File: src/rtl/latch_history_bank.sv
// Purpose: captures D on each synchronised rising edge of cap into a DEPTH-deep ring and drives LEDs from live D or a stored entry.
// Latency: the write lands 2 cycles after cap is first sampled high; led is registered 1 cycle after sel/rd_idx/D.
// Backpressure: none. Captures never stall, and a full bank overwrites its oldest entry.
module latch_history_bank #(
    parameter int WIDTH   = 8,
    parameter int DEPTH   = 4,
    parameter int STRETCH = 4
) (
    input  logic                       clk,
    input  logic                       rst,
    input  logic [WIDTH-1:0]           D,
    input  logic                       cap,
    input  logic                       clr,
    input  logic                       sel,
    input  logic [$clog2(DEPTH)-1:0]   rd_idx,
    output logic [WIDTH-1:0]           led,
    output logic [$clog2(DEPTH):0]     count,
    output logic                       full,
    output logic                       cap_alert,
    output logic                       sel_alert
);
    localparam int AW = $clog2(DEPTH);
    localparam int CW = AW + 1;
    localparam int SW = $clog2(STRETCH + 1);
    localparam logic [CW-1:0] DEPTH_C   = CW'(DEPTH);
    localparam logic [SW-1:0] STRETCH_C = SW'(STRETCH);

    logic             s1_q, s1_d, s2_q, s2_d, s3_q, s3_d;
    logic [WIDTH-1:0] mem_q [DEPTH];
    logic [WIDTH-1:0] mem_d [DEPTH];
    logic [AW-1:0]    wr_ptr_q, wr_ptr_d;
    logic [CW-1:0]    count_q, count_d;
    logic [WIDTH-1:0] led_q, led_d;
    logic [SW-1:0]    alert_q, alert_d;
    logic             sel_alert_q, sel_alert_d;
    logic             cap_pulse;
    logic [AW-1:0]    rd_addr;

    always_comb begin
        s1_d      = cap;
        s2_d      = s1_q;
        s3_d      = s2_q;
        cap_pulse = s2_q & ~s3_q;

        mem_d    = mem_q;
        wr_ptr_d = wr_ptr_q;
        count_d  = count_q;
        // Clear beats a coincident capture, so the pulse is simply dropped.
        if (clr) begin
            for (int i = 0; i < DEPTH; i++) begin
                mem_d[i] = '0;
            end
            wr_ptr_d = '0;
            count_d  = '0;
        end else if (cap_pulse) begin
            mem_d[wr_ptr_q] = D;
            wr_ptr_d        = wr_ptr_q + AW'(1);
            if (count_q != DEPTH_C) begin
                count_d = count_q + CW'(1);
            end
        end

        // Reads see the pre-capture pointer, so a new entry shows up a cycle later.
        rd_addr = wr_ptr_q - AW'(1) - rd_idx;
        if (!sel) begin
            led_d = D;
        end else if ({1'b0, rd_idx} < count_q) begin
            led_d = mem_q[rd_addr];
        end else begin
            led_d = '0;
        end

        if (cap_pulse) begin
            alert_d = STRETCH_C;
        end else if (alert_q != '0) begin
            alert_d = alert_q - SW'(1);
        end else begin
            alert_d = '0;
        end

        sel_alert_d = sel;
    end

    always_ff @(posedge clk) begin
        if (rst) begin
            // Synchroniser presets high so a strobe held through reset cannot capture.
            s1_q        <= 1'b1;
            s2_q        <= 1'b1;
            s3_q        <= 1'b1;
            for (int i = 0; i < DEPTH; i++) begin
                mem_q[i] <= '0;
            end
            wr_ptr_q    <= '0;
            count_q     <= '0;
            led_q       <= '0;
            alert_q     <= '0;
            sel_alert_q <= 1'b0;
        end else begin
            s1_q        <= s1_d;
            s2_q        <= s2_d;
            s3_q        <= s3_d;
            mem_q       <= mem_d;
            wr_ptr_q    <= wr_ptr_d;
            count_q     <= count_d;
            led_q       <= led_d;
            alert_q     <= alert_d;
            sel_alert_q <= sel_alert_d;
        end
    end

    assign led       = led_q;
    assign count     = count_q;
    assign full      = (count_q == DEPTH_C);
    assign cap_alert = (alert_q != '0);
    assign sel_alert = sel_alert_q;
endmodule

File: config.mk
export PLATFORM = sky130hd
export DESIGN_NAME = latch_history_bank
export DESIGN_NICKNAME = d
export VERILOG_FILES = /design/src/rtl/latch_history_bank.sv
export SDC_FILE = /design/constraint.sdc
export NUM_CORES = 1
export LEC_CHECK = 0
export CAP_MARGIN = 40
export CORE_ASPECT_RATIO = 0.5
export CORE_MARGIN = 8
export CORE_UTILIZATION = 58
export DETAILED_ROUTE_END_ITERATION = 10
export PLACE_DENSITY = 0.89
export SETUP_SLACK_MARGIN = 0.4
export SLEW_MARGIN = 20
export SYNTH_ARGS = -nofsm -noshare
export SYNTH_HDL_FRONTEND = slang
export SYNTH_SLANG_ARGS = --single-unit
File: constraint.sdc
create_clock -name clk -period 4.8 [get_ports clk]
set_input_delay 0.96 -clock clk [delete_from_list [all_inputs] [get_ports clk]]
set_output_delay 0.96 -clock clk [all_outputs]
set_load 0.1 [all_outputs]
## Word level (Yosys, flattened, before mapping)

Index checks and enable logic that the tools add are counted.

- Output and inout port bits: 14
- Flip-flop bits (word level): 52

- Equality and inequality tests: 2
- Reduce and logical (&&, ||, !) cells: 5
- Muxes and demuxes: 10
- Bitwise operators: 5
- Add/subtract/negate cells: 5
- Magnitude comparators: 4

Operator list:

| kind | number |
|---|---|
| two-way mux 8 bit | 5 |
| bitwise mux 32 bit | 1 |
| binary-select mux 8 bit (select 2 bit) | 1 |
| demux 8 bit (select 2 bit) | 1 |
| >= comparator 3 bit, second input constant | 2 |
| two-way mux 3 bit | 2 |
| NOT 2 -> 3 bit | 2 |
| adder 3 x 1 -> 3 bit, second input constant | 1 |
| equality test 3 bit, second input constant | 1 |
| < comparator 2 x 3 -> 1 bit | 1 |
| < comparator 3 x 1 -> 1 bit, second input constant | 1 |
| inequality test 3 bit, second input constant | 1 |
| nonzero test 3 bit | 1 |
| OR reduction 3 bit | 1 |
| subtractor 3 x 1 -> 3 bit, second input constant | 1 |
| adder 2 x 1 -> 2 bit, second input constant | 1 |
| NOT 1 bit | 2 |
| AND reduction 2 bit | 1 |
| OR reduction 2 bit | 1 |
| subtractor 2 x 1 -> 2 bit, second input constant | 1 |
| subtractor 2 bit | 1 |
| bitwise AND 1 bit | 1 |
| logical AND 1 bit | 1 |

## Longest topological paths before layout

Gate-level depths: netlist of run 1.

- Word-level depth: 8
- Mapped depth: 6
- Depth with buffers taken out: 6

## Worst setup path after synthesis of run 1

OpenSTA, ideal clock, no wires.

- Path type: register to output
- Start: reg count_q[0], in the netlist count[0]
- End: out full
- Stages on the path, launching flop included: 5
- Arrival: 1858 ps
- Path slack: 1982 ps
- Data required time: 3840 ps
- Path through: dfxtp_1 > inv_1 > ha_1 > nand2_1 > inv_1

- Longest elaborated chain between the ends: 1

Ends and longest elaborated chain:

| what | line | RTL |
|---|---|---|
| from (decl) | 32 | `logic [CW-1:0] count_q, count_d;` |
| from (signal assigned) | 104 | `count_q <= count_d;` |
| equality test 3 bit | 113 | `assign full = (count_q == DEPTH_C);` |
| to (decl) | 18 | `output logic full,` |

No other way between the ends.

## Worst setup path in the final report of run 1

- Start: reg alert_q[0]
- End: out cap_alert

- Longest elaborated chain between the ends: 1

Ends and longest elaborated chain:

| what | line | RTL |
|---|---|---|
| from (decl) | 34 | `logic [SW-1:0] alert_q, alert_d;` |
| from (signal assigned) | 106 | `alert_q <= alert_d;` |
| nonzero test 3 bit | 114 | `assign cap_alert = (alert_q != '0);` |
| to (decl) | 19 | `output logic cap_alert,` |

No other way between the ends.

==> results of run 1 <==
[registers in the layout, indices dropped and copies added, names as in the netlist]
register	cells
s2_q	1
count	3
mem_q	32
s1_q	1
sel_alert	1
s3_q	1
led	8
wr_ptr_q	2
alert_q	3
[metrics by stage]
step           power (mW)  instances  instance area (um^2)
2_1_floorplan      0.5221        236                  2201
3_3_place_gp       0.5548        302                  2502
3_5_place_dp       0.5782        316                  2713
4_1_cts            0.8249        324                  2805
5_1_grt            0.8545        324                  2805
6_report           0.8286        324                  2805
[layout make-up]
cell class	count	area, um^2
Multi-Input combinational cell	158	1065
Sequential cell	52	1041
Fill cell	203	723.2
Timing Repair Buffer	43	498.0
Clock buffer	6	82.58
Tap cell	51	63.81
Inverter	12	45.04
Clock inverter	2	10.01
[worst max path at each step]
stage,start,to,slack [ns],cells after the start
after global routing,alert_q[0],cap_alert,1.81,6
after floorplan,count[0],full,1.98,4
final,alert_q[0],cap_alert,1.88,6
after global placement,rd_idx[0],led[3],1.83,6
after CTS,alert_q[0],cap_alert,1.90,6
after detailed placement,rd_idx[0],led[6],1.76,6
[power groups by stage]
stage / Sequential, mW / Clock (mW) / Combinational, mW
final: 0.442 / 0.258 / 0.128
after global routing: 0.443 / 0.278 / 0.134
after CTS: 0.442 / 0.256 / 0.127
after detailed placement: 0.452 / 0 / 0.126
after global placement: 0.451 / 0 / 0.103
after floorplan: 0.475 / 0 / 0.0475
[logic make-up after synthesis]
group                      synth area share, %
and+or+nand+nor                          19.22
DFF                                      47.30
AOI/OAI and AO/OA                        12.62
buffers and inverters                    4.434
adders and majority gates                6.253
muxes                                    8.698
xor gates and xnor gates                 1.478
[per-layer routing]
layer  global-route usage [%]  up-vias  part of all wire (%)
met3                    6.557       43                   9.1
met4                    14.26        0                   4.5
met1                    24.02      975                    38
li1                         -      898                     -
met5                        0        -                     0
met2                    36.28      131                    48
[cell usage in the layout, fill, tap and decap left out]
cell type / n
or2_2: 4
a211oi_1: 1
nand3_1: 34
o21ai_0: 2
dfxtp_1: 52
nor4_1: 2
o311a_1: 1
xnor2_1: 1
clkdlybuf4s50_1: 28
ha_1: 11
a21oi_1: 36
nand2_1: 35
clkinv_2: 2
nor2b_2: 1
inv_1: 12
mux4_1: 3
nor3b_1: 1
nand3b_1: 4
clkbuf_8: 6
buf_4: 1
nor2_1: 4
nand2b_1: 2
nor2b_1: 2
a22o_1: 8
xnor3_2: 1
buf_8: 14
mux4_2: 5
==> summary.md, run 1 <==
| Metric | Value |
|---|---|
| Cell family with most CP delay | buffers and inverters |
| Clock latency on the worst-skew pair | 0.31 ns |
| Initial Util | between 60% and 70% |
| DR vias | between 2000 and 2500 |
| Synthesized net count | 262 |
| Area share of the largest cell type after synthesis | around 47% |
| P_int | between 0.6 and 0.7 mW |
| Critical Path Max Stage Delay | just over 0.5 ns |
| Syn Area/Cell | 9.326 um^2 |
| Post-synth top flop | dfxtp_1 |
| Clock tree buffer depth | 2 |
| Setup CP Type | reg2out |
| Required @ worst endpoint | 3.84 ns |
| Gpl congestion | around 0.8 |
| Vias per std cell | between 6 and 7 |
| Post-synthesis cell area | 2201 um^2 |
| Row count | 15 |
| Worst r2r src | wr_ptr_q[0] |
| Width of the die | 103.1 um |
| Reg2Reg Setup Slack | 2.87 ns |
| First-pass DRT Iterations | 6 |
| Synth unique cells | 23 |
| CTS tree | built |
| ANT nets after route | 0 |
| GRT overflow | 0 |
| RR Endpoint | led[1] |
| Worst-Margin Slew | 0.7307 ns |
| Final setup violation count | 0 |
| Final hold violations | 0 |
| WL/cell | 19.65 um |
| Chip height | 59.56 um |
| Port bufs | 28 |
| Hold path cells | 1 |
| Top cell type by total area after synthesis | dfxtp_1 |
| Syn Inst Count | 236 |
| CP Launch Type | register |
| Largest net degree at the start of global routing | slightly above 40 |
| Status | completed |
| Post-synthesis to final-layout area growth | 27.46% |
| Core Area | 3528 um^2 |
| Flops & latches, synth | 52 |
| Pwr/cell area | 295.4 nW/um^2 |
| Hold path startpoint | s1_q |
| VDD IR-drop max | roughly 0.16 mV |
| Ant diodes | 0 |
| Buf+Inv Stages, Crit Path | 4 |
| Share of layout cells above drive strength 1 | between 10% and 20% |
| Clock-pin transition on the worst setup and hold timing paths | roughly 0.090 ns |
| Cts-stage hold buffer count | 0 |
| Fmax | 343.0 MHz |
| # H-tree levels | 2 |
| Yosys warning total | 0 |
| Final #Nets | 298 |
| Clock network power share | a little under a third |
| Combinational fraction of design power | around 16% |
| Fin. max-slew vios | 0 |
| CTS resizes | 0 |
| # DRC | 0 |
| Post-synth EDFFs | 0 |
| Worst hold path type | reg2reg |
| Critical Path Sink Type | primary output |
| RSZ-0062 raised after global routing | false |
| Number of max-cap violations | 0 |
| Min Tclk post-route | 2.916 ns |
| Initial antenna violation count | 0 |
| Critical-path cell list | inv_1 -> ha_1 -> ha_1 -> inv_1 -> clkdlybuf4s50_1 -> buf_8 |
| Violation count after the first detailed-route iteration | 168 |
| CP arrival | 1.96 ns |
| Max-slew headroom | 51.11% |
| Number of global-route vias before repair | 2056 |
| Synth cell count leaders | dfxtp_1 (52), a21oi_1 (36), nand2_1 (35) |
| Num Clock Sinks | 52 |
| Sequential share of power | 53.3% |
| # Post-CTS Setup Buffers | 0 |
| Pre-CTS setup slack | 1.764 ns |
| Clock Tree Root | clkbuf_8 |
| Fin Setup TNS | 0 ns |
| P_leak | 1.017 nW |
| P_sw | 0.2264 mW |
| Hold path endpoint | s2_q |
| Post-route setup slack | 1.884 ns |
| Count leader, synth | dfxtp_1 |
| Hold Slack | 0.4232 ns |
| Synth top area cells | dfxtp_1 (47%), a21oi_1 (8.2%), nand3_1 (7.7%), ha_1 (6.3%), nand2_1 (6.0%) |
| Dpl hpwl | 4.147 mm |
| Total GRT Usage | 21.82% |
| Sw Ratio | 27.32% |
| DIE AREA | 6142 um^2 |
| Seq/Total Area, Yosys | between 40 and 50% |
| Post-synth ARST share | 0% |
| Layout Utilization | about four fifths |
| Top-Level Pins | 29 |
| Crit-path max FO | 3 |
| Critical path's slowest cell | clkdlybuf4s50_1 |
| WL final | approximately 6.4 mm |
| Worst R2R Path Depth | 4 |
| Clock Skew | 0.007338 ns |
| Crit share post-route | 60.75% |
| Cts bufs inserted | 5 |
| First-pass GRT wire length | 9.977 mm |
No activity file was read; power rests on OpenSTA's default activity.
==> inputs of run 2 (changes only) <==
Settings changed: CORE_UTILIZATION 58 to 54, PLACE_DENSITY 0.89 to 0.84.
Clock period 4.8 ns to 2.8 ns, I/O delays scaled along.
==> summary.md, run 2 (synthesis gave the netlist of run 1 again) <==
| Metric | Value |
|---|---|
| Status | completed (unchanged) |
| Gpl congestion | 0.8207 (was 0.7910) |
| Share of layout cells above drive strength 1 | 13.85% (was 12.45%) |
| Critical-path cell list | clkdlybuf4s50_1 -> inv_1 -> ha_1 -> xnor3_2 -> mux4_2 -> a22o_1 (was inv_1 -> ha_1 -> ha_1 -> inv_1 -> clkdlybuf4s50_1 -> buf_8) |
| Clock network power share | 35.1% (was 31.2%) |
| Placed Instances | 306 (was 316) |
| Combinational fraction of design power | 12.5% (was 15.5%) |
| Max-slew headroom | 52.53% (was 51.11%) |
| Chip height | 61.14 um (was 59.56 um) |
| Violation count after the first detailed-route iteration | 135 (was 168) |
| P_sw | 0.3691 mW (was 0.2264 mW) |
| Commonest non-fill, non-tap cell in the layout | dfxtp_1 (unchanged) |
| Largest reg by FF count | mem_q (unchanged) |
| CTS tree | built (unchanged) |
| # DRC | 0 (unchanged) |
| WL/cell | 16.22 um (was 19.65 um) |
| CP Launch Type | input pin (was register) |
| Initial Util | 56.38% (was 62.38%) |
| Largest register FFs | 32 (unchanged) |
| # H-tree levels | 2 (unchanged) |
| Final setup violation count | 0 (unchanged) |
| Setup CP Type | in2reg (was reg2out) |
| Cell family with most CP delay | multiplexers (was buffers and inverters) |
| Worst R2R Path Depth | 4 (unchanged) |
| Fin. max-slew vios | 0 (unchanged) |
| Row count | 16 (was 15) |
| Required @ worst endpoint | 3.00 ns (was 3.84 ns) |
| Number of max-cap violations | 0 (unchanged) |
| CTS resizes | 0 (unchanged) |
| Post-synthesis to final-layout area growth | 18.19% (was 27.46%) |
| Fmax | ~440 MHz |
| CP arrival | 2.48 ns (was 1.96 ns) |
| Fillers | 308 (was 203) |
| Critical path depth | 6 (unchanged) |
| Dpl hpwl | 3.394 mm (was 4.147 mm) |
| DR vias | 1803 (was 2047) |
| Sw Ratio | 25.58% (was 27.32%) |
| VDD IR-drop max | 0.2826 mV (was 0.1570 mV) |
| Worst-Margin Slew | 0.7121 ns (was 0.7307 ns) |
| Ant diodes | 0 (unchanged) |
| First-pass DRT Iterations | 4 (was 6) |
| Buf+Inv Stages, Crit Path | 2 (was 4) |
| P_int | 1.074 mW (was 0.6022 mW) |
| Clock latency on the worst-skew pair | 0.31 ns (about the same) |
| Final hold violations | 0 (unchanged) |
| WL final | 5.092 mm (was 6.367 mm) |
| Crit share post-route | 81.45% |
| Critical Path Max Stage Delay | 0.54 ns (was 0.51 ns) |
| First-pass GRT wire length | 8.142 mm (was 9.977 mm) |
| ANT nets after route | 0 (unchanged) |
| Core Area | 3904 um^2 (was 3528 um^2) |
| GRT overflow | 0 (unchanged) |
| Min Tclk post-route | 2.281 ns |
| Pwr/cell area | 554.7 nW/um^2 (was 295.4 nW/um^2) |
| # Post-CTS Setup Buffers | 0 (unchanged) |
| Multi-input logic area | 1065 um^2 (unchanged) |
| Worst hold path type | reg2reg (unchanged) |
| Fin Setup TNS | 0 ns (unchanged) |
| Pre-CTS setup slack | 0.1927 ns (was 1.764 ns) |
| Post-route setup slack | 0.5193 ns (was 1.884 ns) |
| Port bufs | 28 (unchanged) |
| Most frequent cells in the layout | dfxtp_1 (50), a21oi_1 (36), nand2_1 (35) (was dfxtp_1 (52), a21oi_1 (36), nand2_1 (35)) |
| Clock-pin transition on the worst setup and hold timing paths | 0.09 ns (about the same) |
| Final Power | 1.443 mW (was 0.8286 mW) |
| Clock Skew | 0.008396 ns (was 0.007338 ns) |
| Clock tree buffer depth | 2 (unchanged) |
| Num Clock Sinks | 52 (unchanged) |
| Number of global-route vias before repair | 1745 (was 2056) |
| Hold path cells | 1 (unchanged) |
| Sequential share of power | 52.5% (was 53.3%) |
| Crit-path max FO | 8 (was 3) |
| Cts bufs inserted | 5 (unchanged) |
| Vias per std cell | 5.742 (was 6.318) |
| Layout Utilization | 66.63% (was 79.50%) |
| P_leak | 0.9542 nW (was 1.017 nW) |
| RSZ-0062 raised after global routing | false (unchanged) |
| Critical Path Sink Type | register (was primary output) |
| Reg area | 1044 um^2 (was 1041 um^2) |
| Width of the die | 106.3 um (was 103.1 um) |
| Final Non-Filler Cells | 314 (was 324) |
| DIE AREA | 6498 um^2 (was 6142 um^2) |
| Total GRT Usage | 16.25% (was 21.82%) |
| Critical path's slowest cell | mux4_2 (was clkdlybuf4s50_1) |
| Top-Level Pins | 29 (unchanged) |
| Largest net degree at the start of global routing | 38 (was 41) |
| Cts-stage hold buffer count | 0 (unchanged) |
| Clock Tree Root | clkbuf_8 (unchanged) |
| Final #Nets | 285 (was 298) |
| Initial antenna violation count | 0 (unchanged) |
==> run 2: cell count changes in the layout (fill, tap and decap cells not counted), sizes merged <==
cell           before  now
clkinv              2    1
bufinv              0    1
buf                15   16
clkdlybuf4s50      28   14
==> run 2: path summary, 6_finish.rpt <==
path,startpoint,end,slack [ns]
setup / recovery,rd_idx[0],led[6],0.52
hold / removal,s1_q,s2_q,0.42
setup reg to reg,wr_ptr_q[0],led[6],0.91
hold reg to reg,s1_q,s2_q,0.42
==> run 2: cell type report <==
type | instances | area share (%)
clock buffer | 6 | 2.790
multi-input combinational | 158 | 40.93
timing repair buffer | 30 | 10.49
clock inverter | 2 | 1.347
sequential | 52 | 40.12
tap | 54 | 2.597
inverter | 12 | 1.732
==> run 2: layer usage <==
layer / routed length (um) / share of wire (%) / GRT usage, %
met1: 2138 / 42 / 18.61
met2: 2397 / 47 / 27.74
met3: 465 / 9.1 / 5.950
met4: 91 / 1.8 / 6.535
met5: 0 / 0 / 0
==> run 2: through the flow <==
step	area (um^2)	hold WS [ns]
3_5_place_dp	2494	0.4056
5_1_grt	2601	0.4476
4_1_cts	2601	0.4235
6_report	2601	0.4186
3_3_place_gp	2494	0.3923
2_1_floorplan	2203	0.3895
==> run 2: power by group through the flow <==
stage | registers, mW | logic [mW] | clock network, mW
floorplan | 0.814 | 0.0815 | 0
global placement | 0.774 | 0.178 | 0
detailed placement | 0.774 | 0.180 | 0
CTS | 0.757 | 0.181 | 0.520
global route | 0.758 | 0.191 | 0.556
finish | 0.757 | 0.180 | 0.506
==> inputs of run 3 (changes only) <==
Settings changed: CORE_UTILIZATION 54 to 49, PLACE_DENSITY 0.84 to 0.81.
Clock period 2.8 ns to 2 ns, I/O delays scaled along.
==> summary.md, run 3 (synthesis gave the netlist of run 1 again) <==
| Metric | Value |
|---|---|
| First-pass GRT wire length | 8.970 mm (was 8.142 mm) |
| # DRC | 0 (unchanged) |
| WL final | 5.596 mm (was 5.092 mm) |
| Final instance area | 2880 um^2 (was 2601 um^2) |
| Width of the die | 110.8 um (was 106.3 um) |
| WL/cell | 16.51 um (was 16.22 um) |
| Share of layout cells above drive strength 1 | 28.01% (was 13.85%) |
| Critical Path Max Stage Delay | 0.49 ns (was 0.54 ns) |
| Required @ worst endpoint | 2.20 ns (was 3.00 ns) |
| Clock-pin transition on the worst setup and hold timing paths | 0.09 ns (about the same) |
| Most frequent cells in the layout | dfxtp_1 (46), a21oi_1 (36), nand3_1 (34), nand2_1 (34), buf_4 (32) (was dfxtp_1 (50), a21oi_1 (36), nand2_1 (35)) |
| Placed Instances | 320 (was 306) |
| Chip height | 63.39 um (was 61.14 um) |
| Clock Tree Root | clkbuf_8 (unchanged) |
| Number of global-route vias before repair | 1908 (was 1745) |
| CTS tree | built (unchanged) |
| Post-route setup slack | 0.2870 ns (was 0.5193 ns) |
| Cts-stage hold buffer count | 0 (unchanged) |
| Initial Util | 50.47% (was 56.38%) |
| Crit-path max FO | 5 (was 8) |
| Largest net degree at the start of global routing | 39 (was 38) |
| Pre-CTS setup slack | -0.3821 ns (was 0.1927 ns) |
| Final #Nets | 307 (was 285) |
| Final setup violation count | 0 (unchanged) |
| Largest reg by FF count | mem_q (unchanged) |
| Reg2Reg Setup Slack | 0.29 ns (was 0.91 ns) |
| Cell family with most CP delay | multiplexers (unchanged) |
| Violation count after the first detailed-route iteration | 143 (was 135) |
| Final hold violations | 0 (unchanged) |
| Ant diodes | 0 (unchanged) |
| Clock latency on the worst-skew pair | 0.31 ns (about the same) |
| Number of max-cap violations | 0 (unchanged) |
| # H-tree levels | 2 (unchanged) |
| Initial antenna violation count | 0 (unchanged) |
| Setup CP Type | reg2reg (was in2reg) |
| DR vias | 1895 (was 1803) |
| ANT nets after route | 0 (unchanged) |
| Fmax | 583.8 MHz |
| CP Launch Type | register (was input pin) |
| Min Tclk post-route | about 1.7 ns |
| Critical Path Sink Type | register (unchanged) |
| Row count | 17 (was 16) |
| Crit share post-route | 85.65% |
| RSZ-0062 raised after global routing | true (was false) |
| DIE AREA | 7022 um^2 (was 6498 um^2) |
| First-pass DRT Iterations | 4 (unchanged) |
| CP arrival | 1.91 ns (was 2.48 ns) |
| Gpl congestion | 0.8001 (was 0.8207) |
| Top-Level Pins | 29 (unchanged) |
| Cts bufs inserted | 5 (unchanged) |
| Largest register FFs | 32 (unchanged) |
| Vias per std cell | 5.590 (was 5.742) |
| Pwr/cell area | 698.4 nW/um^2 (was 554.7 nW/um^2) |
| Fin. max-slew vios | 0 (unchanged) |
| Dpl hpwl | 3.715 mm (was 3.394 mm) |
| P_leak | 1.033 nW (was 0.9542 nW) |
| Critical-path cell list | xnor3_2 -> buf_6 -> mux4_2 -> a22o_1 (was clkdlybuf4s50_1 -> inv_1 -> ha_1 -> xnor3_2 -> mux4_2 -> a22o_1) |
| Num Clock Sinks | 52 (unchanged) |
| Buf+Inv Stages, Crit Path | 1 (was 2) |
| VDD IR-drop max | 0.5030 mV (was 0.2826 mV) |
| Core Area | 4360 um^2 (was 3904 um^2) |
| Post-synthesis to final-layout area growth | 30.87% (was 18.19%) |
| Commonest non-fill, non-tap cell in the layout | dfxtp_1 (unchanged) |
| Clock Skew | 0.005334 ns (was 0.008396 ns) |
| Total GRT Usage | 15.69% (was 16.25%) |
| Placed Area | 2669 um^2 (was 2494 um^2) |
| Critical path's slowest cell | mux4_2 (unchanged) |
| Worst-Margin Slew | 0.7248 ns (was 0.7121 ns) |
| Status | completed (unchanged) |
| GRT overflow | 0 (unchanged) |
| Max-slew headroom | 51.68% (was 52.53%) |
| Clock tree buffer depth | 2 (unchanged) |
| Port bufs | 28 (unchanged) |
| Worst hold path type | reg2reg (unchanged) |
| Final Non-Filler Cells | 339 (was 314) |
## run 3: what timing repair did
action | 4_1_cts | 5_1_grt
gates resized for setup | 16 | 2
setup buffers | 9 | 2
pin swaps | 6 | 3
endpoints found under the setup margin | 10 | 10
## run 3: worst paths after layout
| kind | cells past startpoint | end | start |
|---|---|---|---|
| hold reg to reg | 1 | alert_q[0] | alert_q[0] |
| hold / removal | 1 | alert_q[0] | alert_q[0] |
| setup / recovery | 4 | led[1] | wr_ptr_q[1] |
| setup reg to reg | 4 | led[1] | wr_ptr_q[1] |
## run 3: layer usage
layer | share of wire [%] | vias up | global-route usage [%]
li1 | - | 908 | -
met1 | 39 | 913 | 17.40
met2 | 51 | 64 | 28.06
met3 | 7.8 | 10 | 3.966
met4 | 1.7 | 0 | 6.845
met5 | 0 | - | 0
## run 3: cell type report
class	instances	area, um^2
inverter	12	70.07
multi-input combinational	158	1125
fill	322	1480
tap	57	71.32
sequential	52	1056
clock buffer	8	90.09
timing repair buffer	52	467.9
## run 3: through the flow
step                utilization, %  total power, mW  setup TNS (ns)  hold WS, ns
global route                 66.05            2.084               0       0.4364
CTS                          65.60            2.018               0       0.4250
floorplan                        -            1.262               0       0.3895
detailed placement           61.21            1.378          -2.729       0.4072
global placement             61.21            1.369          -2.537       0.3937
finish                       66.05            2.011               0       0.4245
## run 3: power breakdown
part           internal [mW]  switching, mW  total (mW)
clock network          0.283          0.339       0.622
logic                  0.133          0.198       0.331
registers               1.05        0.00961        1.06
total                   1.46          0.547        2.01
